[config.mk]
export PLATFORM = sky130hd
export DESIGN_NAME = pipelined_controller
export DESIGN_NICKNAME = d
export VERILOG_FILES = /design/src/rtl/pipelined_controller.sv
export SDC_FILE = /design/constraint.sdc
export NUM_CORES = 1
export LEC_CHECK = 0
export CORE_AREA = 2 2 51 53
export DETAILED_ROUTE_END_ITERATION = 8
export DIE_AREA = 0 0 53 55
export HOLD_SLACK_MARGIN = 0.05
export PLACE_DENSITY = 0.86
export SLEW_MARGIN = 0
export SYNTH_ARGS = -nofsm -noshare
export SYNTH_HDL_FRONTEND = slang
export SYNTH_SLANG_ARGS = --single-unit
[constraint.sdc]
create_clock -name clk -period 4.1 [get_ports clk]
set_input_delay 0.82 -clock clk [delete_from_list [all_inputs] [get_ports clk]]
set_output_delay 0.82 -clock clk [all_outputs]
set_load 0.01 [all_outputs]
[src/rtl/pipelined_controller.sv]
`default_nettype none
// +----------------------------------------------------------------------------+
// | pipelined_controller: registered ID/EXE decoder with handshake, stalls,    |
// | flush, illegal flagging and multi-cycle MUL. Option: CTRL_PERF_CNT_EN.     |
// | Revision: 1.0                                                              |
// +----------------------------------------------------------------------------+
module pipelined_controller #(
    parameter int         EXE_CMD_W  = 4,
    parameter int         MUL_CYCLES = 4,
    parameter logic [3:0] MUL_CMD    = 4'b1010,
    parameter int         CNT_W      = 16
) (
    input  logic                 clk,
    input  logic                 rst_n,
    input  logic                 in_valid,
    output logic                 in_ready,
    input  logic                 S,
    input  logic [1:0]           mode,
    input  logic [3:0]           op_code,
    input  logic                 hazard,
    input  logic                 flush,
    output logic                 out_valid,
    output logic [EXE_CMD_W-1:0] exe_cmd,
    output logic                 mem_read,
    output logic                 mem_write,
    output logic                 wb_en,
    output logic                 S_out,
    output logic                 B,
    output logic                 mul_busy,
    output logic                 illegal
`ifdef CTRL_PERF_CNT_EN
    ,
    output logic [CNT_W-1:0]     issue_cnt,
    output logic [CNT_W-1:0]     stall_cnt
`endif
);

    localparam logic [1:0] c_ARITH_MODE  = 2'b00;
    localparam logic [1:0] c_MEM_MODE    = 2'b01;
    localparam logic [1:0] c_BRANCH_MODE = 2'b10;

    localparam logic [3:0] c_MOV_OP = 4'b1101;
    localparam logic [3:0] c_MVN_OP = 4'b1111;
    localparam logic [3:0] c_ADD_OP = 4'b0100;
    localparam logic [3:0] c_ADC_OP = 4'b0101;
    localparam logic [3:0] c_SUB_OP = 4'b0010;
    localparam logic [3:0] c_SBC_OP = 4'b0110;
    localparam logic [3:0] c_AND_OP = 4'b0000;
    localparam logic [3:0] c_ORR_OP = 4'b1100;
    localparam logic [3:0] c_EOR_OP = 4'b0001;
    localparam logic [3:0] c_CMP_OP = 4'b1010;
    localparam logic [3:0] c_TST_OP = 4'b1000;

    localparam logic [3:0] c_MOV_EXE = 4'b0001;
    localparam logic [3:0] c_MVN_EXE = 4'b1001;
    localparam logic [3:0] c_ADD_EXE = 4'b0010;
    localparam logic [3:0] c_ADC_EXE = 4'b0011;
    localparam logic [3:0] c_SUB_EXE = 4'b0100;
    localparam logic [3:0] c_SBC_EXE = 4'b0101;
    localparam logic [3:0] c_AND_EXE = 4'b0110;
    localparam logic [3:0] c_ORR_EXE = 4'b0111;
    localparam logic [3:0] c_EOR_EXE = 4'b1000;
    localparam logic [3:0] c_TST_EXE = 4'b0110;

    localparam logic [7:0] c_MUL_LOAD = 8'(MUL_CYCLES - 1);

    typedef enum logic [0:0] {
        ST_RUN = 1'b0,
        ST_MUL = 1'b1
    } state_t;

    state_t     r_state;
    logic [7:0] r_mul_cnt;
    logic       r_mul_s;

    logic [3:0] w_cmd;
    logic       w_mr;
    logic       w_mw;
    logic       w_wb;
    logic       w_so;
    logic       w_b;
    logic       w_ill;
    logic       w_is_mul;
    logic       w_accept;

    assign in_ready = rst_n & (r_state == ST_RUN) & ~hazard & ~flush;
    assign w_accept = in_valid & in_ready;
    assign w_is_mul = (mode == 2'b11) && (op_code == 4'b0000);

    always_comb begin
        w_cmd = 4'b0000;
        w_mr  = 1'b0;
        w_mw  = 1'b0;
        w_wb  = 1'b0;
        w_so  = S;
        w_b   = 1'b0;
        w_ill = 1'b0;
        case (mode)
            c_ARITH_MODE: begin
                w_wb = 1'b1;
                case (op_code)
                    c_MOV_OP: w_cmd = c_MOV_EXE;
                    c_MVN_OP: w_cmd = c_MVN_EXE;
                    c_ADD_OP: w_cmd = c_ADD_EXE;
                    c_ADC_OP: w_cmd = c_ADC_EXE;
                    c_SUB_OP: w_cmd = c_SUB_EXE;
                    c_SBC_OP: w_cmd = c_SBC_EXE;
                    c_AND_OP: w_cmd = c_AND_EXE;
                    c_ORR_OP: w_cmd = c_ORR_EXE;
                    c_EOR_OP: w_cmd = c_EOR_EXE;
                    c_CMP_OP: begin
                        w_cmd = c_SUB_EXE;
                        w_wb  = 1'b0;
                        w_so  = 1'b1;
                    end
                    c_TST_OP: begin
                        w_cmd = c_TST_EXE;
                        w_wb  = 1'b0;
                        w_so  = 1'b1;
                    end
                    default:  w_ill = 1'b1;
                endcase
            end
            c_MEM_MODE: begin
                w_cmd = c_ADD_EXE;
                w_mr  = S;
                w_mw  = ~S;
                w_wb  = S;
            end
            c_BRANCH_MODE: w_b = 1'b1;
            default: begin
                if (op_code == 4'b0000) begin
                    w_cmd = MUL_CMD;
                    w_wb  = 1'b1;
                end else begin
                    w_ill = 1'b1;
                end
            end
        endcase
        // An undefined encoding still issues, but with every control forced off.
        if (w_ill) begin
            w_cmd = 4'b0000;
            w_mr  = 1'b0;
            w_mw  = 1'b0;
            w_wb  = 1'b0;
            w_so  = 1'b0;
            w_b   = 1'b0;
        end
    end

    always_ff @(posedge clk or negedge rst_n) begin
        if (!rst_n) begin
            r_state   <= ST_RUN;
            r_mul_cnt <= 8'd0;
            r_mul_s   <= 1'b0;
            out_valid <= 1'b0;
            exe_cmd   <= '0;
            mem_read  <= 1'b0;
            mem_write <= 1'b0;
            wb_en     <= 1'b0;
            S_out     <= 1'b0;
            B         <= 1'b0;
            mul_busy  <= 1'b0;
            illegal   <= 1'b0;
        end else begin
            out_valid <= 1'b0;
            exe_cmd   <= '0;
            mem_read  <= 1'b0;
            mem_write <= 1'b0;
            wb_en     <= 1'b0;
            S_out     <= 1'b0;
            B         <= 1'b0;
            mul_busy  <= 1'b0;
            illegal   <= 1'b0;
            if (flush) begin
                r_state   <= ST_RUN;
                r_mul_cnt <= 8'd0;
            end else begin
                case (r_state)
                    ST_RUN: begin
                        if (w_accept) begin
                            if (w_is_mul && (MUL_CYCLES > 1)) begin
                                r_state   <= ST_MUL;
                                r_mul_cnt <= c_MUL_LOAD;
                                r_mul_s   <= S;
                                mul_busy  <= 1'b1;
                            end else begin
                                out_valid <= 1'b1;
                                exe_cmd   <= EXE_CMD_W'(w_cmd);
                                mem_read  <= w_mr;
                                mem_write <= w_mw;
                                wb_en     <= w_wb;
                                S_out     <= w_so;
                                B         <= w_b;
                                illegal   <= w_ill;
                            end
                        end
                    end
                    ST_MUL: begin
                        if (r_mul_cnt == 8'd1) begin
                            r_state   <= ST_RUN;
                            r_mul_cnt <= 8'd0;
                            out_valid <= 1'b1;
                            exe_cmd   <= EXE_CMD_W'(MUL_CMD);
                            wb_en     <= 1'b1;
                            S_out     <= r_mul_s;
                        end else begin
                            r_mul_cnt <= r_mul_cnt - 8'd1;
                            mul_busy  <= 1'b1;
                        end
                    end
                    default: r_state <= ST_RUN;
                endcase
            end
        end
    end

`ifdef CTRL_PERF_CNT_EN
    always_ff @(posedge clk or negedge rst_n) begin
        if (!rst_n) begin
            issue_cnt <= '0;
            stall_cnt <= '0;
        end else begin
            if (w_accept && (issue_cnt != '1)) begin
                issue_cnt <= issue_cnt + CNT_W'(1);
            end
            if (in_valid && !in_ready && (stall_cnt != '1)) begin
                stall_cnt <= stall_cnt + CNT_W'(1);
            end
        end
    end
`else
    logic w_unused_cnt_w;
    assign w_unused_cnt_w = (CNT_W > 0);
`endif

endmodule
`default_nettype wire

==> reports/qor.tcl, run 1 <==
set qor(status) {completed}
set qor(gp_routability_congestion) 0.809
set qor(clock_tree.buffer_depth) 2
set qor(full_die_area_mm2) 0.00292
set qor(end_kind) {output port}
set qor(worst_skew_pair.late_latency_ns) 0.30
set qor(layout_setup_ws_ns) 0.805
set qor(first_iter_violations) 24
set qor(final.hold.worst_slack_ns) 0.522
set qor(critPathMaxStageDelay_ns) 0.54
set qor(yosys_top_cell_area_share_pct) 43.7
set qor(area_growth_syn_to_layout_pct) 21.4
set qor(proportion_of_register_bits_with_asynchronous_set_or_reset_after_synthesis_pct) 100
set qor(min-delay-path-class) {reg2reg}
set qor(htree_levels) 1
set qor(syn-cell-area_mm2) 0.00120
set qor(crit_path_frequent_cell) {clkdlybuf4s50_1}
set qor(synthFlopType) {dfrtp_1}
set qor(syn_nets) 139
set qor(ys_top_cells_by_area) {dfrtp_1 44%, nand2_1 4.4%, clkbuf_8 3.4%, a31oi_1 2.6%, nand2b_1 2.6%}
set qor(cp.arrival_ns) 2.47
set qor(detail_route.vias_per_cell) 5.86
set qor(cp_top_family) {buffers and inverters}
set qor(worst-setup-path-type) {in2out}
set qor(regArea_um2) 526
set qor(fin_crit_sh_pct) 80.4
set qor(core_region_area_mm2) 0.00236
set qor(worst-path-buf-inv) 3
set qor(worstPathMaxFanout) 6
set qor(path_clk_slew_ns) 0.12
set qor(slew_margin_rel_pct) 48.9
set qor(fin_setup_tns_ns) 0
set qor(routed-via-count) 1049
set qor(power.density_cell_area_mw_per_mm2) 265
set qor(peakVddDrop_v) 0.000152
set qor(synth_edf_count) 0
set qor(cellLeakagePower_uw) 0.000620
set qor(yosysUniqueCellTypes) 43
set qor(die_height_um) 55
set qor(std_cell_rows) 18
set qor(number_of_antenna_violations_at_the_first_check_in_global_routing) 0
set qor(num-fill-cells) 209
set qor(report.final.slew_viol_count) 0
set qor(synth-seq-area-share_pct) 43.7
set qor(wire_length_of_the_first_global_routing_pass_um) 4190
set qor(cap_viol_max_count) 0
set qor(die_w_um) 53
set qor(ys_seq_elements) 21
set qor(numPortBuffers) 24
set qor(ctsResizeCount) 0
set qor(tritoncts_num_sinks) 21
set qor(grt_pass1_vias) 990
set qor(setup.worst_path.start_class) {primary input}
set qor(drive_gt1_share_pct) 8.05
set qor(hpwlAfterDp_um) 1920
set qor(pin_count) 25
set qor(drc) 0
set qor(path_cells) {clkdlybuf4s50_1 > or4b_4 > clkinv_2 > clkdlybuf4s50_1}
set qor(final-setup-viol-count) 0
set qor(finish.net_count) 164
set qor(tightest_slew_ns) 0.762
set qor(start_util_pct) 50.8
set qor(grt_usage_pct) 19.5
set qor(syn_area_per_cell_um2) 9.62
set qor(post_synth_inst_count) 125
set qor(ant_nets) 0
set qor(cts-buffers-inserted) 3
set qor(ys_warn_count) 0
set qor(timing.fmax_ghz) 0.303
set qor(skew_ns) 0.0136
set qor(rsz_0062_raised_after_global_routing) {no}
set qor(gr-total-overflow) 0
set qor(clk_root_buffer_cell) {clkbuf_4}
set qor(worst_endpoint_required_time_ns) 3.28
set qor(synthDominantAreaCellType) {dfrtp_1}
set qor(antenna_cells) 0
set qor(multi_input_comb_area_um2) 584
set qor(wl_um) 2460
set qor(finalHoldViolations) 0
set qor(wire_per_inst_um) 13.7
set qor(placement.setup.worst_slack_ns) 0.808
set qor(timing.critical_path.slowest_stage_cell) {clkdlybuf4s50_1}
set qor(grt_start_max_net_pins) 22
set qor(final.min_clock_period_ns) 3.29
set qor(detail_route.first_pass.iterations) 4
set qor(postCtsHoldBufs) 0
set qor(cts_tree) {done}
set qor(cts_post_setup_buffers_inserted) 0
==> cell type report <==
type | count | share of cell area [%]
clock buffers | 4 | 1.80
flip-flops and latches | 21 | 36.0
well taps | 30 | 2.57
repair buffers | 26 | 17.5
multi-input cells | 90 | 40.0
inverters | 8 | 2.14
==> logic make-up (layout without fill, tap and decap cells) <==
family                     count (synthesis)  count (layout)  share of synthesized area [%]
AOI/OAI and AO/OA                         33              33                           19.0
xor gates and xnor gates                   1               1                          0.729
adders and majority gates                  2               2                           2.08
buffers and inverters                     14              38                           7.70
DFF                                       21              21                           43.7
and+or+nand+nor                           54              54                           26.7
==> power breakdown <==
group,internal (uW),switching (uW)
Clock,37.8,57.0
Combinational,32.0,42.9
Sequential,212,5.28
Total,282,105
==> registers in the layout, indices dropped and copies added (netlist names) <==
name / flops
B: 1
S_out: 1
exe_cmd: 4
illegal: 1
mem_read: 1
mem_write: 1
out_valid: 1
r_mul_cnt: 8
r_mul_s: 1
r_state: 1
wb_en: 1
==> layer usage <==
metal	part of all wire [%]	up-vias	global-route usage, %
met3	3.5	2	0.806
met5	0	-	0
met2	52	32	35.0
met4	0.77	0	7.69
li1	-	509	-
met1	43	506	24.8
==> Yosys cell counts (2+ instances only) <==
| cell | instances |
|---|---|
| a211oi_1 | 3 |
| a21o_1 | 2 |
| a21oi_1 | 4 |
| a221oi_1 | 2 |
| a22o_1 | 2 |
| a31oi_1 | 5 |
| and3_1 | 2 |
| clkbuf_8 | 3 |
| dfrtp_1 | 21 |
| ha_1 | 2 |
| inv_1 | 7 |
| nand2_1 | 14 |
| nand2b_1 | 5 |
| nand3_1 | 5 |
| nor2_1 | 8 |
| nor2b_1 | 2 |
| nor3_1 | 5 |
| nor4b_1 | 2 |
| o21ai_0 | 5 |
| o22ai_1 | 3 |
==> stage by stage <==
step                cell area, um2  total power, uW  std cells  util [%]
global placement              1430              293        175      60.6
global route                  1460              409        179      61.7
CTS                           1460              392        179      61.7
floorplan                     1200              268        125         -
finish                        1460              387        179      61.7
detailed placement            1430              296        175      60.6
==> placed cells by master, fill, tap and decap left out, types with 2 or more instances in the layout <==
cell type        instances
a31oi_1                  5
nor4b_1                  2
dfrtp_1                 21
a221oi_1                 2
ha_1                     2
nor2_1                   8
and3_1                   2
nor3_1                   5
a21oi_1                  4
a211oi_1                 3
nand2_1                 14
o22ai_1                  3
inv_1                    7
nor2b_1                  2
buf_4                    2
nand3_1                  5
o21ai_0                  5
nand2b_1                 5
clkbuf_4                 3
clkdlybuf4s50_1         24
a21o_1                   2
a22o_1                   2
==> worst paths after layout <==
path,cells after the start,startpoint,endpoint,slack [ns]
min in group asynchronous,2,rst_n,r_mul_cnt[4],0.93
setup reg to reg,5,r_mul_cnt[3],r_mul_cnt[4],1.93
max in group asynchronous,2,rst_n,exe_cmd[0],2.95
hold reg to reg,2,r_mul_s,r_mul_s,0.52
hold / removal,2,r_mul_s,r_mul_s,0.52
setup / recovery,4,flush,in_ready,0.81
==> tightest hold or removal path: stages, from the launching register on <==
cell	delay, ns
dfrtp_1	0.37
nand2_1	0.05
o21ai_0	0.07
Power figures use the tool's default switching activity.
==> inputs of run 2 (changes only) <==
--- a/config.mk
+++ b/config.mk
@@ -5,11 +5,11 @@
 export SDC_FILE = /design/constraint.sdc
 export NUM_CORES = 1
 export LEC_CHECK = 0
-export CORE_AREA = 2 2 51 53
+export CORE_AREA = 2 2 55 57
 export DETAILED_ROUTE_END_ITERATION = 8
-export DIE_AREA = 0 0 53 55
+export DIE_AREA = 0 0 57 59
 export HOLD_SLACK_MARGIN = 0.05
-export PLACE_DENSITY = 0.86
+export PLACE_DENSITY = 0.79
 export SLEW_MARGIN = 0
 export SYNTH_ARGS = -nofsm -noshare
 export SYNTH_HDL_FRONTEND = slang
==> constraint.sdc (replaced) <==
create_clock -name clk -period 2.81 [get_ports clk]
set_input_delay 0.562 -clock clk [delete_from_list [all_inputs] [get_ports clk]]
set_output_delay 0.562 -clock clk [all_outputs]
set_load 0.01 [all_outputs]
==> reports/qor.tcl, run 2 (synthesized netlist as in run 1, its figures left out) <==
set qor(htree_levels) 1
set qor(worst_skew_pair.late_latency_ns) 0.30
set qor(numPortBuffers) 24
set qor(worst-setup-path-type) {in2out}
set qor(gr-total-overflow) 0
set qor(setup.worst_path.start_class) {primary input}
set qor(worst_endpoint_required_time_ns) 2.25
set qor(slew_margin_rel_pct) 53.7
set qor(start_util_pct) 44.4
set qor(final-setup-viol-count) 0
set qor(status) {completed}
set qor(ff2ff_path_depth) 5
set qor(skew_ns) 0.000580
set qor(die_w_um) 57
set qor(detail_route.vias_per_cell) 5.69
set qor(postCtsHoldBufs) 0
set qor(power.sequential.fraction_pct) 54.6
set qor(core_region_area_mm2) 0.00271
set qor(p_int_uw) 414
set qor(path_clk_slew_ns) 0.12
set qor(routed-via-count) 1036
set qor(biggestRegsByFlops) {r_mul_cnt (8), exe_cmd (4)}
set qor(placed_area_mm2) 0.00145
set qor(tritoncts_num_sinks) 21
set qor(hold_depth) 2
set qor(drive_gt1_share_pct) 9.93
set qor(full_die_area_mm2) 0.00336
set qor(min-delay-path-class) {reg2reg}
set qor(layout_setup_ws_ns) 0.0471
set qor(area_growth_syn_to_layout_pct) 23.1
set qor(power.switching_uw) 167
set qor(cts_tree) {done}
set qor(grt_pass1_vias) 1023
set qor(cts_post_setup_buffers_inserted) 0
set qor(p_clk_share_pct) 25.8
set qor(die_height_um) 59
set qor(end_kind) {output port}
set qor(timing.fmax_ghz) 0.362
set qor(clk_root_buffer_cell) {clkbuf_4}
set qor(rsz_0062_raised_after_global_routing) {no}
set qor(pin_count) 25
set qor(cellLeakagePower_uw) 0.000629
set qor(drc) 0
set qor(grt_usage_pct) 16.6
set qor(largest_reg_flops) 8
set qor(power.density_cell_area_mw_per_mm2) 393
set qor(fin_crit_sh_pct) 98.3
set qor(ctsResizeCount) 0
set qor(report.final.slew_viol_count) 0
set qor(cap_viol_max_count) 0
set qor(final_cell_mix) {24 x clkdlybuf4s50_1, 21 x dfrtp_1, 14 x nand2_1}
set qor(fin_setup_tns_ns) 0
set qor(power_switching_share_pct) 28.8
set qor(wire_per_inst_um) 14.3
set qor(std_cell_rows) 19
set qor(peakVddDrop_v) 0.000266
set qor(finalHoldViolations) 0
set qor(cts-buffers-inserted) 3
set qor(number_of_antenna_violations_at_the_first_check_in_global_routing) 0
set qor(hpwlAfterDp_um) 1990
set qor(post-route-cell-area_mm2) 0.00148
set qor(clock_tree.buffer_depth) 2
set qor(tightest_slew_ns) 0.689
set qor(comb_power_share_pct) 19.6
set qor(detail_route.first_pass.iterations) 4
set qor(final_util_pct) 54.6
set qor(wire_length_of_the_first_global_routing_pass_um) 4330
set qor(ant_nets) 0
set qor(mostFrequentLayoutCell) {clkdlybuf4s50_1}
set qor(placement.setup.worst_slack_ns) 0.0655
set qor(first_iter_violations) 34
set qor(cp.arrival_ns) 2.20
set qor(antenna_cells) 0
set qor(wl_um) 2610
set qor(largest-register) {r_mul_cnt}
set qor(grt_start_max_net_pins) 22
set qor(finish.net_count) 166
set qor(gp_routability_congestion) 0.821
set qor(final.min_clock_period_ns) 2.76
set qor(worstPathMaxFanout) 4
[run 2: cell count changes in the layout (fill, tap and decap cells not counted)]
cell	change
buf_4	+2
clkbuf_1	-1
clkinvlp_4	+1
[run 2: stage by stage]
| step | total power (uW) | cells | hold slack (ns) |
|---|---|---|---|
| floorplan | 391 | 125 | 0.266 |
| global placement | 430 | 178 | 0.463 |
| detailed placement | 436 | 178 | 0.491 |
| CTS | 585 | 182 | 0.520 |
| global route | 614 | 182 | 0.545 |
| finish | 581 | 182 | 0.513 |
[run 2: cell type report]
class | instances | area [um2]
Multi-Input combinational cell | 90 | 584
Inverter | 8 | 31.3
Timing Repair Buffer | 28 | 270
Clock inverter | 1 | 7.51
Sequential cell | 21 | 526
Fill cell | 259 | 1230
Clock buffer | 3 | 22.5
Tap cell | 31 | 38.8
[run 2: final timing paths]
path	startpoint	slack [ns]	end
setup / recovery	rst_n	0.05	in_ready
hold / removal	r_mul_s	0.51	r_mul_s
setup reg to reg	r_state	0.87	r_mul_cnt[4]
hold reg to reg	r_mul_s	0.51	r_mul_s
max in group asynchronous	rst_n	1.94	r_mul_cnt[5]
min in group asynchronous	rst_n	0.66	r_state
[run 2: power by group through the flow]
stage / Clock, uW / Combinational [uW] / Sequential, uW
6_report: 150 / 114 / 317
5_1_grt: 170 / 126 / 319
4_1_cts: 154 / 114 / 317
3_5_place_dp: 0 / 113 / 323
3_3_place_gp: 0 / 107 / 323
2_1_floorplan: 0 / 69.2 / 322
[run 2: layer usage]
metal	track usage [%]	up-vias	part of all wire (%)
li1	-	508	-
met1	18.7	496	42
met2	30.9	28	52
met3	4.37	4	4.9
met4	4.98	0	1.2
met5	0	-	0
[run 2: critical path, stage by stage]
cell and delay [ns]:
clkdlybuf4s50_1 0.51, or4b_4 0.49, clkinv_2 0.10, clkdlybuf4s50_1 0.54
